### config.mk
export PLATFORM = sky130hd
export DESIGN_NAME = apb_host_master_flat
export DESIGN_NICKNAME = d
export VERILOG_FILES = /design/src/rtl/apb_host_pkg.sv /design/src/rtl/apb_host_master_if.sv /design/src/rtl/apb_timeout_cnt.sv /design/src/rtl/apb_host_master.sv /design/src/flat_wrapper.sv
export SDC_FILE = /design/constraint.sdc
export NUM_CORES = 1
export LEC_CHECK = 0
export ABC_AREA = 1
export CELL_PAD_IN_SITES_DETAIL_PLACEMENT = 0
export CELL_PAD_IN_SITES_GLOBAL_PLACEMENT = 1
export CORE_ASPECT_RATIO = 0.9
export CORE_MARGIN = 5
export CORE_UTILIZATION = 25
export CTS_CLUSTER_SIZE = 14
export DETAILED_ROUTE_END_ITERATION = 10
export PLACE_DENSITY = 0.75
export SLEW_MARGIN = 40
export SYNTH_ARGS = -nofsm -noshare
export SYNTH_HDL_FRONTEND = slang
export SYNTH_SLANG_ARGS = --single-unit
### constraint.sdc
create_clock -name pclk -period 3.85 [get_ports pclk]
set_clock_uncertainty 0.1 [all_clocks]
set_input_delay 0.5775 -clock pclk [delete_from_list [all_inputs] [get_ports pclk]]
set_output_delay 0.5775 -clock pclk [all_outputs]
set_load 0.01 [all_outputs]
### src/rtl/apb_host_pkg.sv
// Shared types and constants for the APB host master and the serial-line bridge register bank.
package apb_host_pkg;

  localparam int unsigned ADDR_WIDTH = 16;

  localparam logic [ADDR_WIDTH-1:0] DATA_REG_ADDR   = 16'h0000;
  localparam logic [ADDR_WIDTH-1:0] CONFIG_REG_ADDR = 16'h0004;
  localparam logic [ADDR_WIDTH-1:0] STATUS_REG_ADDR = 16'h0008;

  typedef enum logic [1:0] {
    IDLE   = 2'd0,
    SETUP  = 2'd1,
    ACCESS = 2'd2
  } apb_state_t;

  typedef struct packed {
    logic                  write;
    logic [ADDR_WIDTH-1:0] addr;
    logic [31:0]           wdata;
    logic [3:0]            strb;
  } apb_cmd_t;

  // Reads carry no payload: wdata and strb are zeroed so they never reach the bus.
  function automatic apb_cmd_t make_cmd(input logic                  write,
                                        input logic [ADDR_WIDTH-1:0] addr,
                                        input logic [31:0]           wdata,
                                        input logic [3:0]            strb);
    apb_cmd_t cmd;
    cmd.write = write;
    cmd.addr  = addr;
    cmd.wdata = write ? wdata : 32'h0;
    cmd.strb  = write ? strb : 4'h0;
    return cmd;
  endfunction

endpackage

### src/rtl/apb_host_master_if.sv
// Command/response streams and APB bus of the host master; master modport is the initiator side.
interface apb_host_master_if #(
  parameter int unsigned ADDR_WIDTH = apb_host_pkg::ADDR_WIDTH
);
  logic                  cmd_valid;
  logic                  cmd_ready;
  logic                  cmd_write;
  logic [ADDR_WIDTH-1:0] cmd_addr;
  logic [31:0]           cmd_wdata;
  logic [3:0]            cmd_strb;
  logic                  rsp_valid;
  logic                  rsp_ready;
  logic [31:0]           rsp_rdata;
  logic                  rsp_err;
  logic                  rsp_timeout;
  logic [ADDR_WIDTH-1:0] paddr;
  logic                  psel;
  logic                  penable;
  logic                  pwrite;
  logic [31:0]           pwdata;
  logic [3:0]            pstrb;
  logic [31:0]           prdata;
  logic                  pready;
  logic                  pslverr;

  modport master (
    input  cmd_valid, cmd_write, cmd_addr, cmd_wdata, cmd_strb, rsp_ready,
    input  prdata, pready, pslverr,
    output cmd_ready, rsp_valid, rsp_rdata, rsp_err, rsp_timeout,
    output paddr, psel, penable, pwrite, pwdata, pstrb
  );

  modport slave (
    output cmd_valid, cmd_write, cmd_addr, cmd_wdata, cmd_strb, rsp_ready,
    output prdata, pready, pslverr,
    input  cmd_ready, rsp_valid, rsp_rdata, rsp_err, rsp_timeout,
    input  paddr, psel, penable, pwrite, pwdata, pstrb
  );
endinterface

### src/rtl/apb_timeout_cnt.sv
// ACCESS-phase wait-state counter; only compiled when APB_TIMEOUT_EN is defined.
`ifdef APB_TIMEOUT_EN
module apb_timeout_cnt #(
  parameter int unsigned TIMEOUT_CYCLES = 16
) (
  input  logic clk_i,
  input  logic rst_i,
  input  logic clear_i,
  input  logic stall_i,
  output logic expired_o
);
  logic [15:0] cnt_q, cnt_d;
  logic [16:0] cnt_next;

  assign cnt_next = {1'b0, cnt_q} + 17'd1;

  always_comb begin
    cnt_d = cnt_q;
    if (clear_i) begin
      cnt_d = '0;
    end else if (stall_i && (cnt_q != '1)) begin
      cnt_d = cnt_next[15:0];
    end
  end

  always_ff @(posedge clk_i or posedge rst_i) begin
    if (rst_i) begin
      cnt_q <= '0;
    end else begin
      cnt_q <= cnt_d;
    end
  end

  // Fires on the stalled cycle that would bring the count up to the limit.
  assign expired_o = stall_i && (cnt_next >= 17'(TIMEOUT_CYCLES));
endmodule
`endif

### src/rtl/apb_host_master.sv
// APB3/APB4 initiator: one transfer in flight, valid/ready command in, valid/ready response out.
// Optional ACCESS timeout enabled by defining APB_TIMEOUT_EN.
module apb_host_master
  import apb_host_pkg::*;
#(
  parameter int unsigned ADDR_WIDTH     = apb_host_pkg::ADDR_WIDTH,
  parameter int unsigned TIMEOUT_CYCLES = 16
) (
  input logic               pclk,
  input logic               preset,
  apb_host_master_if.master bus
);
  // The command register uses the package address width; ADDR_WIDTH must not exceed it.
  localparam int unsigned PkgAddrW = apb_host_pkg::ADDR_WIDTH;

  apb_state_t  state_q, state_d;
  apb_cmd_t    cmd_q, cmd_d;
  logic        rsp_valid_q, rsp_valid_d;
  logic [31:0] rsp_rdata_q, rsp_rdata_d;
  logic        rsp_err_q, rsp_err_d;
  logic        rsp_timeout_q, rsp_timeout_d;
  logic        cmd_accept;
  logic        timeout_hit;

  assign bus.cmd_ready = !preset && (state_q == IDLE) && (!rsp_valid_q || bus.rsp_ready);
  assign cmd_accept    = bus.cmd_valid && bus.cmd_ready;

`ifdef APB_TIMEOUT_EN
  apb_timeout_cnt #(
    .TIMEOUT_CYCLES(TIMEOUT_CYCLES)
  ) u_timeout_cnt (
    .clk_i    (pclk),
    .rst_i    (preset),
    .clear_i  (state_q == SETUP),
    .stall_i  ((state_q == ACCESS) && !bus.pready),
    .expired_o(timeout_hit)
  );
`else
  logic unused_timeout_cfg;
  assign unused_timeout_cfg = ^TIMEOUT_CYCLES;
  assign timeout_hit        = 1'b0;
`endif

  always_comb begin
    state_d       = state_q;
    cmd_d         = cmd_q;
    rsp_valid_d   = rsp_valid_q;
    rsp_rdata_d   = rsp_rdata_q;
    rsp_err_d     = rsp_err_q;
    rsp_timeout_d = rsp_timeout_q;

    if (rsp_valid_q && bus.rsp_ready) begin
      rsp_valid_d = 1'b0;
    end

    case (state_q)
      IDLE: begin
        if (cmd_accept) begin
          cmd_d   = make_cmd(bus.cmd_write, PkgAddrW'(bus.cmd_addr), bus.cmd_wdata,
                             bus.cmd_strb);
          state_d = SETUP;
        end
      end
      SETUP: begin
        state_d = ACCESS;
      end
      ACCESS: begin
        // A completing pready wins over a timeout landing on the same cycle.
        if (bus.pready) begin
          rsp_valid_d   = 1'b1;
          rsp_rdata_d   = cmd_q.write ? 32'h0 : bus.prdata;
          rsp_err_d     = bus.pslverr;
          rsp_timeout_d = 1'b0;
          state_d       = IDLE;
        end else if (timeout_hit) begin
          rsp_valid_d   = 1'b1;
          rsp_rdata_d   = 32'h0;
          rsp_err_d     = 1'b1;
          rsp_timeout_d = 1'b1;
          state_d       = IDLE;
        end
      end
      default: begin
        state_d = IDLE;
      end
    endcase
  end

  always_ff @(posedge pclk or posedge preset) begin
    if (preset) begin
      state_q       <= IDLE;
      cmd_q         <= '0;
      rsp_valid_q   <= 1'b0;
      rsp_rdata_q   <= 32'h0;
      rsp_err_q     <= 1'b0;
      rsp_timeout_q <= 1'b0;
    end else begin
      state_q       <= state_d;
      cmd_q         <= cmd_d;
      rsp_valid_q   <= rsp_valid_d;
      rsp_rdata_q   <= rsp_rdata_d;
      rsp_err_q     <= rsp_err_d;
      rsp_timeout_q <= rsp_timeout_d;
    end
  end

  assign bus.psel        = (state_q != IDLE);
  assign bus.penable     = (state_q == ACCESS);
  assign bus.paddr       = ADDR_WIDTH'(cmd_q.addr);
  assign bus.pwrite      = bus.psel && cmd_q.write;
  assign bus.pwdata      = bus.psel ? cmd_q.wdata : 32'h0;
  assign bus.pstrb       = bus.psel ? cmd_q.strb : 4'h0;
  assign bus.rsp_valid   = rsp_valid_q;
  assign bus.rsp_rdata   = rsp_rdata_q;
  assign bus.rsp_err     = rsp_err_q;
  assign bus.rsp_timeout = rsp_timeout_q;
endmodule

### src/flat_wrapper.sv
// flat-port wrapper written by rule: the top's interface ports become plain ports
module apb_host_master_flat import apb_host_pkg::*;
#(
  parameter int unsigned ADDR_WIDTH     = apb_host_pkg::ADDR_WIDTH,
  parameter int unsigned TIMEOUT_CYCLES = 16
)
  (pclk, preset, bus_cmd_valid, bus_cmd_write, bus_cmd_addr, bus_cmd_wdata, bus_cmd_strb, bus_rsp_ready, bus_prdata, bus_pready, bus_pslverr, bus_cmd_ready, bus_rsp_valid, bus_rsp_rdata, bus_rsp_err, bus_rsp_timeout, bus_paddr, bus_psel, bus_penable, bus_pwrite, bus_pwdata, bus_pstrb);
  apb_host_master_if #(.ADDR_WIDTH(ADDR_WIDTH)) bus_i ();
  input logic pclk;
  input logic preset;
  input wire logic [$bits(bus_i.cmd_valid)-1:0] bus_cmd_valid;
  input wire logic [$bits(bus_i.cmd_write)-1:0] bus_cmd_write;
  input wire logic [$bits(bus_i.cmd_addr)-1:0] bus_cmd_addr;
  input wire logic [$bits(bus_i.cmd_wdata)-1:0] bus_cmd_wdata;
  input wire logic [$bits(bus_i.cmd_strb)-1:0] bus_cmd_strb;
  input wire logic [$bits(bus_i.rsp_ready)-1:0] bus_rsp_ready;
  input wire logic [$bits(bus_i.prdata)-1:0] bus_prdata;
  input wire logic [$bits(bus_i.pready)-1:0] bus_pready;
  input wire logic [$bits(bus_i.pslverr)-1:0] bus_pslverr;
  output wire logic [$bits(bus_i.cmd_ready)-1:0] bus_cmd_ready;
  output wire logic [$bits(bus_i.rsp_valid)-1:0] bus_rsp_valid;
  output wire logic [$bits(bus_i.rsp_rdata)-1:0] bus_rsp_rdata;
  output wire logic [$bits(bus_i.rsp_err)-1:0] bus_rsp_err;
  output wire logic [$bits(bus_i.rsp_timeout)-1:0] bus_rsp_timeout;
  output wire logic [$bits(bus_i.paddr)-1:0] bus_paddr;
  output wire logic [$bits(bus_i.psel)-1:0] bus_psel;
  output wire logic [$bits(bus_i.penable)-1:0] bus_penable;
  output wire logic [$bits(bus_i.pwrite)-1:0] bus_pwrite;
  output wire logic [$bits(bus_i.pwdata)-1:0] bus_pwdata;
  output wire logic [$bits(bus_i.pstrb)-1:0] bus_pstrb;
  assign bus_i.cmd_valid = bus_cmd_valid;
  assign bus_i.cmd_write = bus_cmd_write;
  assign bus_i.cmd_addr = bus_cmd_addr;
  assign bus_i.cmd_wdata = bus_cmd_wdata;
  assign bus_i.cmd_strb = bus_cmd_strb;
  assign bus_i.rsp_ready = bus_rsp_ready;
  assign bus_i.prdata = bus_prdata;
  assign bus_i.pready = bus_pready;
  assign bus_i.pslverr = bus_pslverr;
  assign bus_cmd_ready = bus_i.cmd_ready;
  assign bus_rsp_valid = bus_i.rsp_valid;
  assign bus_rsp_rdata = bus_i.rsp_rdata;
  assign bus_rsp_err = bus_i.rsp_err;
  assign bus_rsp_timeout = bus_i.rsp_timeout;
  assign bus_paddr = bus_i.paddr;
  assign bus_psel = bus_i.psel;
  assign bus_penable = bus_i.penable;
  assign bus_pwrite = bus_i.pwrite;
  assign bus_pwdata = bus_i.pwdata;
  assign bus_pstrb = bus_i.pstrb;
  apb_host_master #(.ADDR_WIDTH(ADDR_WIDTH), .TIMEOUT_CYCLES(TIMEOUT_CYCLES)) u_core (.pclk(pclk), .preset(preset), .bus(bus_i));
endmodule
==> results of run 1 <==
==> cell families (layout without fill, tap and decap cells) <==
kind of cell    after synthesis  after routing  synth area share
compound gates               32             32            0.0372
buf+inv                     130            282             0.148
flops                        89             89             0.518
other cells                   1              1          0.000872
simple gates                310            310             0.296
==> sequential cells by signal (all words and copies together), names as in the netlist <==
register              count
u_core.cmd_q             37
u_core.bus.rsp_rdata     32
u_core.bus.paddr         16
u_core.state_q            2
u_core.bus.rsp_err        1
u_core.bus.rsp_valid      1
==> worst max path at each step <==
stage	start	to	slack (ns)	cells past startpoint
global placement	preset	bus_cmd_ready	1.02	5
floorplan	preset	bus_cmd_ready	0.01	4
finish	preset	bus_cmd_ready	1.06	5
detailed placement	preset	bus_cmd_ready	1.02	5
CTS	u_core.state_q[0]	bus_pwdata[4]	1.01	4
global route	u_core.state_q[0]	bus_pwdata[4]	0.93	4
==> through the flow <==
step                      utilization  hold slack, ns  total power, mW
after global placement          0.360           0.355             3.65
after floorplan                     -           0.349             2.70
final                           0.380           0.378             4.54
after CTS                       0.380           0.379             4.63
after detailed placement        0.362           0.362             3.67
after global routing            0.380           0.396             4.92
==> routing by layer <==
layer  vias to the layer above  global-route usage
met5                         -                   0
met2                       137               0.200
met3                         7              0.0645
met4                         0              0.0236
met1                      1721               0.177
li1                       1956                   -
==> cells in the mapped netlist, drive strengths merged <==
cell type | number | area share
nand2 | 212 | 0.19
dfrtp | 89 | 0.52
inv | 79 | 0.069
nand3 | 54 | 0.063
buf | 43 | 0.072
nor2 | 43 | 0.045
o21ai | 32 | 0.037
clkbuf | 8 | 0.0070
conb | 1 | 0.00087
nand4 | 1 | 0.0029
==> critical path: stages <==
cell,delay (ns)
clkdlybuf4s50_1,0.47
inv_4,0.27
nand2_2,0.14
nor2_8,0.09
clkdlybuf4s50_1,0.54
==> power by group through the flow <==
stage / combinational [mW] / sequential [mW] / clock (mW)
3_5_place_dp: 2.07 / 1.60 / 0
2_1_floorplan: 1.05 / 1.65 / 0
6_report: 2.03 / 1.59 / 0.923
5_1_grt: 2.25 / 1.65 / 1.01
4_1_cts: 2.07 / 1.59 / 0.967
3_3_place_gp: 2.05 / 1.60 / 0
==> layout make-up <==
class | count | area [um^2] | area share
flip-flops and latches | 89 | 2230 | 0.347
repair buffers | 187 | 1870 | 0.291
multi-input cells | 343 | 1450 | 0.226
inverters | 79 | 299 | 0.0466
well taps | 211 | 264 | 0.0411
clock buffers | 9 | 225 | 0.0351
clock inverters | 7 | 86.3 | 0.0134
==> impl.org, run 1 <==
** Worst setup path
- The worst setup path is captured at an output pin.
- Path type of the worst setup path :: in -> out
- At the worst endpoint, the arrival time is between 2 and 2.5 ns.
- Counting cells, the worst reg-to-reg path comes to 6.
- Type of element launching the critical path :: input port
- Largest driver fanout on the critical path :: 22
- The worst register-to-register path ends at u_core.bus.paddr[14].
- Critical register-to-register path startpoint :: u_core.state_q[0]
- For the worst setup path, the data required time is about 3.2 ns.
- Across all register-to-register paths, the minimum setup slack is 2.05 ns.

** STA
- Once routing completed, OpenROAD measured the worst setup slack at 1.06 ns.
- Tcrit/Tclk final :: 0.724
- Setup repair after global routing left no endpoint under its margin.
- Final hold viol count :: 0
- Summed over all failing endpoints, the final setup total negative slack is 0 ns.
- For the pin with the worst max-slew slack, the measured transition is approximately 0.67 ns.
- The number of slew-limit violations in the final report is 0.
- Setup violations remaining at the end of the flow were counted as 0.
- In this run the tightest slew margin relative to its limit is 0.552.
- The worst path in the final design needs a cycle of 2.79 ns, including I/O delays and setup.
- Based on the critical path, the design can be clocked at up to between 300 and 400 MHz.

** Die
- For this configuration, the core starts out at a cell density of 0.255.
- Chip width :: 148 um
- Placement row count :: 45
- Die span in y :: 134 um
- Area enclosed by the die boundary :: 19900 um^2
- In this run the standard cell core region covers 16900 um^2.
- Top-level port count :: around 180

** Worst hold path
- The worst hold path was traced through 2 stages.
- The startpoint identified for the worst hold timing path is u_core.cmd_q[17].
- For hold timing, the worst endpoint is u_core.cmd_q[17].
- Type of the tightest min-delay check :: reg -> reg

** Global routing
- Entering global routing, the biggest net connects 71 pins.
- GRT Total Usage :: 0.133
- The first global-routing pass estimated 21.0 mm of wire.
- Initial antenna violation count :: 0
- Aggregate global routing overflow :: 0
- The number of global-route vias before repair came to 3774.

** Pwr
- Power Density :: around 700 nW/um^2
- Share of power burned in the clock network :: 0.203
- The share of total power dissipated in combinational logic is 0.446.
- VDD IR-drop max :: 0.000249 V
- Cell internal power was estimated by the tool at 2.89 mW.
- Of the total power, the share spent switching nets is 0.363.
- The analysis attributes to cell leakage a power of approximately 3.2 nW.
- The share of total power dissipated in sequential elements is 0.350.
- In this run the power spent charging and discharging nets is around 1.6 mW.

** Status
- The run finished with clean final reports.

** Routing
- Ratio of routed vias to standard cells :: 4.13
- The first routing iteration left 148 violations.
- Met2 routed WL :: 5.55 mm
- Met1 Wirelength :: 6.07 mm
- Total wire length after detailed routing :: 13.0 mm
- First-pass DRT Iterations :: 4
- Antenna Nets Post-Route :: 0
- Total via count after detailed routing :: 3821
- Average wire length per cell after detail routing :: 14.1 um
- Highest routed metal layer :: met4
- Remaining DRCs :: 0
- After detailed routing, the met3 layer carries 1.32 mm of wire.

** Clocking
- Post-CTS timing repair inserted 0 buffers for setup.
- CTS built an H-tree with a depth of 3.
- Clock sinks :: 89
- Clock root buffer master :: clkbuf_16
- Resized cells post-CTS :: 0
- In this run, post-CTS hold repair placed 0 buffers.
- Clock transition at path regs :: 0.06 ns
- For the worst-skew pair, the clock arrives at the later sink with an insertion delay of 0.34 ns.
- CTS buffer count :: 9
- TritonCTS built the clock tree.
- The longest clock path from root to sink contains 2 buffers.

** Finish
- Finished Cell Area :: around 6400 um^2
- The repair_antennas step left the layout with diodes totalling 0.
- Fin nets :: 800
- The finished layout holds 925 standard cells, fillers aside.
- Commonest cells after routing, fill and taps aside :: nand2_1 (210), clkdlybuf4s50_1 (179), dfrtp_1 (89)
- Synth-to-Final Area Change :: 49.3%
- The layout has 1734 filler cells.
- Share of cells above drive strength 1 :: 0.0448
- Leaving out fill and tap cells, the most frequent cell in the layout is nand2_1.

** Yosys
- Flops & latches, synth :: just under 90
- After synthesis the cells add up to 4300 um^2.
- Yosys warning total :: 0
- Average instance area after synthesis :: 7.65 um^2
- When the netlist entered floorplanning its net count stood at 653.
- In this run, distinct cell masters in the synthesized netlist total 18.
- Syn Inst Count :: 562
- Sequential-to-total area share from yosys stat :: 0.518

** Place
- Count of buffers inserted at the top-level ports :: 180
- The placed instances occupy a cell area of 6110 um^2.
- Detailed placement finished with a half-perimeter wire length of between 8 and 9 mm.
- Post-place setup slack :: about 1.0 ns
- Counting tap cells, the placed design contains a total of 909 instances.
- The congestion estimate from routability-driven global placement came to 0.735.

** Flow run
- Max-cap check violation count :: 0
Note: power is estimated with default switching activity, not from simulation.
==> run 2, diff against run 1 <==
Clock period 3.85 ns to 2.5 ns, I/O delays scaled along.
==> run 2 against run 1 <==
First-iteration DRC count shrank 0.68%. Final cell count rose by 0.43%. Sequential share of layout area is 0.10 points lower. Sequential power is 55% higher. Non-clock buffer count increased by 5. Worst setup slack got worse by 0.85 ns. Register-to-register slack got worse by 1.3 ns. Hold slack worse by 0.018 ns. Final area up 0.29%. Utilization grew 0.11 points. Sequential cell count unchanged. Die area unchanged.
==> impl.org, run 2 (synthesis gave the netlist of run 1 again) <==
** Die
- Area enclosed by the die boundary :: 19900 um^2 (unchanged)
- Top-level port count :: 182 (unchanged)
- The row count came to 45 (unchanged).
- The starting utilization of the core area came to 0.255 (unchanged).
- Chip width :: 148 um (unchanged)
- Die span in y :: 134 um (unchanged)
- The area of the core region is 16900 um^2 (unchanged).

** Finish
- The total non-filler cell area in the finished layout was 6440 um^2 (+0.29%).
- Synth-to-Final Area Change :: 49.7%
- The non-filler instance count after layout came to 929 (+0.43%).
- Fin nets :: 805 (+0.63%)
- The register with the most flip-flops in the final layout is u_core.cmd_q.
- Share of cells above drive strength 1 :: 0.0474 (+0.00254)
- The antenna diode count was 0 (unchanged).
- The number of flip-flops in the largest register is 37 (unchanged).
- Commonest non-fill, non-tap cell in the layout :: nand2_1
- Leaving out fill and tap cells, the most frequent cells in the layout are nand2_1 (210), clkdlybuf4s50_1 (179), dfrtp_1 (89).

** Routing
- Average wire length per cell after detail routing :: 13.5 um (-4.0%)
- Ratio of routed vias to standard cells :: 4.08 (-1.2%)
- First-pass DRT Iterations :: 4 (unchanged)
- The number of nets still failing antenna checks after routing is 0 (unchanged).
- The final routed wirelength across all metal layers came to 12.6 mm (-3.6%).
- The via count was 3792 (-0.76%).
- Remaining DRCs :: 0 (unchanged)
- Detailed Route Iter0 Violations :: 147 (-0.68%)

** STA
- The transition time at the pin with the least slew margin was 0.604 ns (-0.0675 ns).
- The number of hold-slack violations in the final timing report is 0 (unchanged).
- Final count of pins violating max slew :: 0 (unchanged)
- Tcrit/Tclk final :: 0.916
- For this run, the top clock speed supported by timing is roughly 440 MHz.
- Headroom to the max-slew limit :: 0.597 (+0.0450)
- Worst hold margin :: 0.360 ns (-0.0180 ns)
- The final worst slack is 0.209 ns (-0.854 ns).
- Setup repair after global routing left no endpoint under its margin.
- Min cycle time layout :: ~2.3 ns
- Final setup violating endpoints :: 0 (unchanged)

** Clocking
- Clock sinks :: 89 (unchanged)
- TritonCTS built the clock tree.
- CTS buffer count :: 9 (unchanged)
- Count of hold-fix buffers inserted at cts :: 0 (unchanged)
- Post-CTS setup buffer count :: 0 (unchanged)
- The deepest clock path buffer count came to 2 (unchanged).
- The number of cells upsized or downsized after cts is 0 (unchanged).
- Clock root buffer master :: clkbuf_16
- The clock edge transition at the registers on the reported setup and hold paths is 0.06 ns (about the same).
- The source-to-sink clock delay at the later pin of the worst-skew pair came to 0.34 ns (about the same).
- The number of H-tree levels is 3 (unchanged).

** Worst setup path
- Largest driver fanout on the critical path :: 39 (+77%)
- R2r worst-path depth :: 6 (unchanged)
- STA classifies the critical path endpoint as an output pin.
- The longest individual stage delay on the worst path was 0.50 ns (-0.04 ns).
- Arrival @ worst endpoint :: 1.82 ns (-0.29 ns)
- Buffers plus inverters on the worst setup path :: 2 (-1)
- The largest individual stage delay along the critical path comes from the cell clkdlybuf4s50_1.
- Type of element launching the critical path :: flip-flop
- The number of cells on the critical path was 4 (-1).
- Critical-path cell list :: nor2_4 > buf_12 > nor2_1 > clkdlybuf4s50_1
- The critical path data required time is 2.03 ns (-1.14 ns).
- Grouping stages by cell kind, the critical path spends the most delay in buffers and inverters.
- Path type of the worst setup path :: reg -> out

** Place
- Post-place setup slack :: 0.255 ns (-0.762 ns)
- Half-perimeter wire length after detailed placement :: 8.72 mm (+3.4%)
- Placed Cells incl. Taps :: 914 (+0.55%)
- Final estimated routing congestion in global placement :: 0.739 (+0.50%)
- Total cell area at the placement stage :: 6150 um^2 (+0.70%)
- The number of port buffers was 180 (unchanged).

** Status
- Outcome :: complete, no violations

** Pwr
- Post-layout total power :: 6.91 mW (+52%)
- Leak Pwr :: 3.24 nW (about the same)
- The power per cell area was 1070 nW/um^2 (+52%).
- The worst supply voltage drop on vdd came to 0.000352 V (+42%).

** Global routing
- The total global routing overflow came to 0 (unchanged).
- Global-route wire length before repair :: 20.7 mm (-1.4%)
- Via count of the first global-routing pass :: 3856 (+2.2%)
- The global-route total usage across every layer came to 0.130 (-0.00342).
- The maximum number of pins on one net before global-route repair was 67 (-5.6%).
- Initial antenna violation count :: 0 (unchanged)

** Worst hold path
- Type of the tightest min-delay check :: in -> reg
- Count of cells along the worst hold path :: 3 (+1)

** Flow run
- Max-cap check violation count :: 0 (unchanged)
==> run 2: path summary, 6_finish.rpt <==
check                                 endpoint  slack (ns)              start
hold reg to reg               u_core.cmd_q[13]        0.38   u_core.cmd_q[13]
max in group asynchronous     u_core.cmd_q[18]        1.01             preset
min in group asynchronous     u_core.cmd_q[52]        0.48             preset
hold / removal                 u_core.cmd_q[9]        0.36      bus_cmd_valid
setup reg to reg           u_core.bus.paddr[1]        0.70  u_core.state_q[0]
setup / recovery                 bus_pwdata[9]        0.21  u_core.state_q[0]
==> run 2: where the power goes <==
| group | leakage (nW) | internal, mW | switching (mW) |
|---|---|---|---|
| Sequential | 1.15 | 2.10 | 0.358 |
| Clock | 0.136 | 0.773 | 0.547 |
| Combinational | 1.96 | 1.59 | 1.54 |
| Total | 3.24 | 4.47 | 2.44 |
==> run 2: through the flow <==
step	setup TNS [ns]	utilization
CTS	0	0.381
finish	0	0.381
global placement	0	0.364
detailed placement	0	0.364
global route	0	0.381
floorplan	-9.52	-
==> run 2: layer usage <==
layer | up-vias | wire length, um | global-route usage
met5 | - | 0 | 0
met2 | 127 | 5400 | 0.198
met4 | 0 | 151 | 0.0354
met3 | 11 | 1040 | 0.0486
li1 | 1963 | - | -
met1 | 1691 | 5980 | 0.174
==> run 2: tightest hold or removal path, delay by kind of cell <==
| family | cells | cell delay [ns] |
|---|---|---|
| and+or+nand+nor | 2 | 0.16 |
| buffers and inverters | 1 | 0.22 |
==> run 2: layout make-up <==
class	count	area [um^2]
sequential	89	2230
timing repair buffer	192	1910
clock buffer	11	233
tap	211	264
multi-input combinational	343	1450
fill	1798	10500
clock inverter	4	55.1
inverter	79	300
==> run 3, diff against run 2 <==
Settings changed: PLACE_DENSITY 0.75 to 0.72.
Clock period 2.5 ns to 2.7 ns, I/O delays scaled along.
==> run 3 against run 2 <==
First-iteration DRC count up 12%. Sequential power down 7%. Clock-buffer cell count down 2. Worst setup slack better by 0.034 ns. Power down 5.7%. Die area unchanged. Critical path type unchanged.
==> impl.org, run 3 (synthesis gave the netlist of run 1 again) <==
** Routing
- Detailed Route Iter0 Violations :: 164 (+12%)
- First-pass DRT Iterations :: 4 (unchanged)
- The final routed wirelength across all metal layers was 12.5 mm (-0.53%).
- Average wire length per cell after detail routing :: 13.5 um (-0.53%)
- Total via count after detailed routing :: 3934 (+3.7%)
- Remaining DRCs :: 0 (unchanged)
- The mean number of vias per cell is 4.23 (+3.7%).
- Antenna Nets Post-Route :: 0 (unchanged)

** Finish
- Leaving out fill and tap cells, the most frequent cells in the layout are nand2_1 (210), clkdlybuf4s50_1 (179), dfrtp_1 (89).
- Fin nets :: 805 (unchanged)
- Share of cells above drive strength 1 :: 0.0515 (+0.00418)
- Synth-to-Final Area Change :: 50.2%
- Max reg flops :: 37 (unchanged)
- The register with the most flip-flops in the final layout is u_core.cmd_q.
- Diodes inserted :: 0 (unchanged)
- Leaving out fill and tap cells, the most frequent cell in the layout is nand2_1.

** Worst setup path
- The critical path data required time came to 2.19 ns (+0.16 ns).
- The reg2reg setup slack was 0.88 ns (+0.18 ns).
- The worst register-to-register path begins at u_core.state_q[0].
- Path type of the worst setup path :: reg -> out
- The data arrival time at the worst-slack endpoint was 1.95 ns (+0.13 ns).
- Largest driver fanout on the critical path :: 23 (-41%)
- Endpoint kind of the worst setup timing path :: output pin
- In this run the critical register-to-register path is captured at u_core.cmd_q[35].
- The number of cells traversed by the worst register-to-register path is 6 (unchanged).
- STA classifies the critical path startpoint as a flip-flop.

** Place
- Half-perimeter wire length after detailed placement :: 9.11 mm (+4.5%)
- Count of buffers inserted at the top-level ports :: 180 (unchanged)
- The setup slack after placement was 0.328 ns (+0.0730 ns).
- Final estimated routing congestion in global placement :: 0.773 (+4.6%)

** STA
- Final count of pins violating max slew :: 0 (unchanged)
- Unrepaired setup endpoints after global routing :: no
- Dividing the final minimum period by the clock period gives 0.910.
- Tightest Pin Transition :: 0.581 ns (-0.0233 ns)
- Post-Route Setup TNS :: 0 ns (unchanged)
- Timing would allow up to 407 MHz.
- Headroom to the max-slew limit :: 0.613 (+0.0155)
- Final hold viol count :: 0 (unchanged)
- Post-layout worst setup margin :: 0.243 ns (+0.0336 ns)
- The clock period could shrink to 2.46 ns.
- Final setup violating endpoints :: 0 (unchanged)

** Die
- The die area came to 19900 um^2 (unchanged).
- The row count came to 45 (unchanged).
- Chip width :: 148 um (unchanged)
- Top-level port count :: 182 (unchanged)
- The area of the core region is 16900 um^2 (unchanged).
- Effective utilization at floorplan :: 0.255 (unchanged)
- The die boundary height was 134 um (unchanged).

** Status
- The flow ran to the end, and the final reports show no timing, DRC or antenna violations.

** Clocking
- Clock H-tree levels :: 3 (unchanged)
- Clock transition at path regs :: 0.07 ns (about the same)
- Clock root buffer master :: clkbuf_16
- Largest buffer count on any clock path :: 2 (unchanged)
- Resized cells post-CTS :: 0 (unchanged)
- The setup fix buffers added after clock tree synthesis came to 0 (unchanged).
- CTS buffer count :: 9 (unchanged)
- The number of sinks on the clock net is 89 (unchanged).
- The number of buffers inserted for hold repair after clock tree synthesis was 0 (unchanged).
- CTS tree :: built
- Clk Latency, worst-skew pair :: 0.34 ns (about the same)

** Pwr
- VDD IR-drop max :: 0.000394 V (+12%)
- Leak Pwr :: 3.26 nW (+0.44%)
- Power Density :: 1010 nW/um^2 (-6.0%)

** Global routing
- Aggregate global routing overflow :: 0 (unchanged)
- The global-route total usage across every layer was 0.128 (-0.00179).
- The maximum number of pins on one net before global-route repair was 60 (-10%).
- The first-pass GRT wire length is 20.6 mm (-0.23%).
- The number of antenna violations at the first check in global routing was 0 (unchanged).
- Via count of the first global-routing pass :: 3982 (+3.3%)

** Flow run
- Max-cap check violation count :: 0 (unchanged)

** Worst hold path
- Type of the tightest min-delay check :: in -> async
-- run 3: cell types whose count changed in the layout (fill, tap and decap cells not counted), sizes merged --
cell and change:
clkinv +1, clkinvlp -1, bufinv +1, clkbuf -2, inv +1
-- run 3: per-layer routing --
layer  track usage  up-vias  share of wire
met4        0.0308        0         0.0093
li1              -     1967              -
met1         0.170     1802           0.47
met2         0.198      155           0.42
met3        0.0497       10           0.10
met5             0        -              0
-- run 3: how the worst max path moves through the flow --
stage                     end  cells after the start  slack [ns]               from
2_1_floorplan   bus_cmd_ready                      4       -0.07             preset
3_3_place_gp    bus_cmd_ready                      6        0.33      bus_rsp_ready
3_5_place_dp    bus_cmd_ready                      6        0.33      bus_rsp_ready
4_1_cts        bus_pwdata[25]                      4        0.14  u_core.state_q[0]
5_1_grt        bus_pwdata[29]                      4        0.08  u_core.state_q[0]
6_report       bus_pwdata[29]                      4        0.24  u_core.state_q[0]
-- run 3: critical path, cell delays in order, from the launching register on --
cell	delay, ns
dfrtp_1	0.44
nor2_4	0.25
buf_4	0.33
nor2_1	0.10
clkdlybuf4s50_1	0.49
-- run 3: cell type report --
class	instances	area, um^2
flip-flops and latches	89	2230
multi-input cells	343	1450
clock buffers	9	225
well taps	211	264
fillers	1763	10400
clock inverters	6	91.3
repair buffers	192	1900
inverters	79	300
-- run 3: per-stage QoR --
stage               cells  utilization  hold WS (ns)  power [mW]  area (um^2)
floorplan             562            -         0.343        3.86         4330
finish                929        0.382         0.361        6.51         6460
global placement      914        0.363         0.356        5.22         6140
detailed placement    914        0.363         0.358        5.26         6140
global route          929        0.382         0.361        7.04         6460
CTS                   929        0.382         0.339        6.64         6460
-- run 3: power breakdown --
part	total, mW	switching [mW]	leakage [nW]	internal [mW]
clock	1.33	0.524	0.156	0.810
combinational	2.89	1.43	1.96	1.46
sequential	2.29	0.347	1.15	1.95
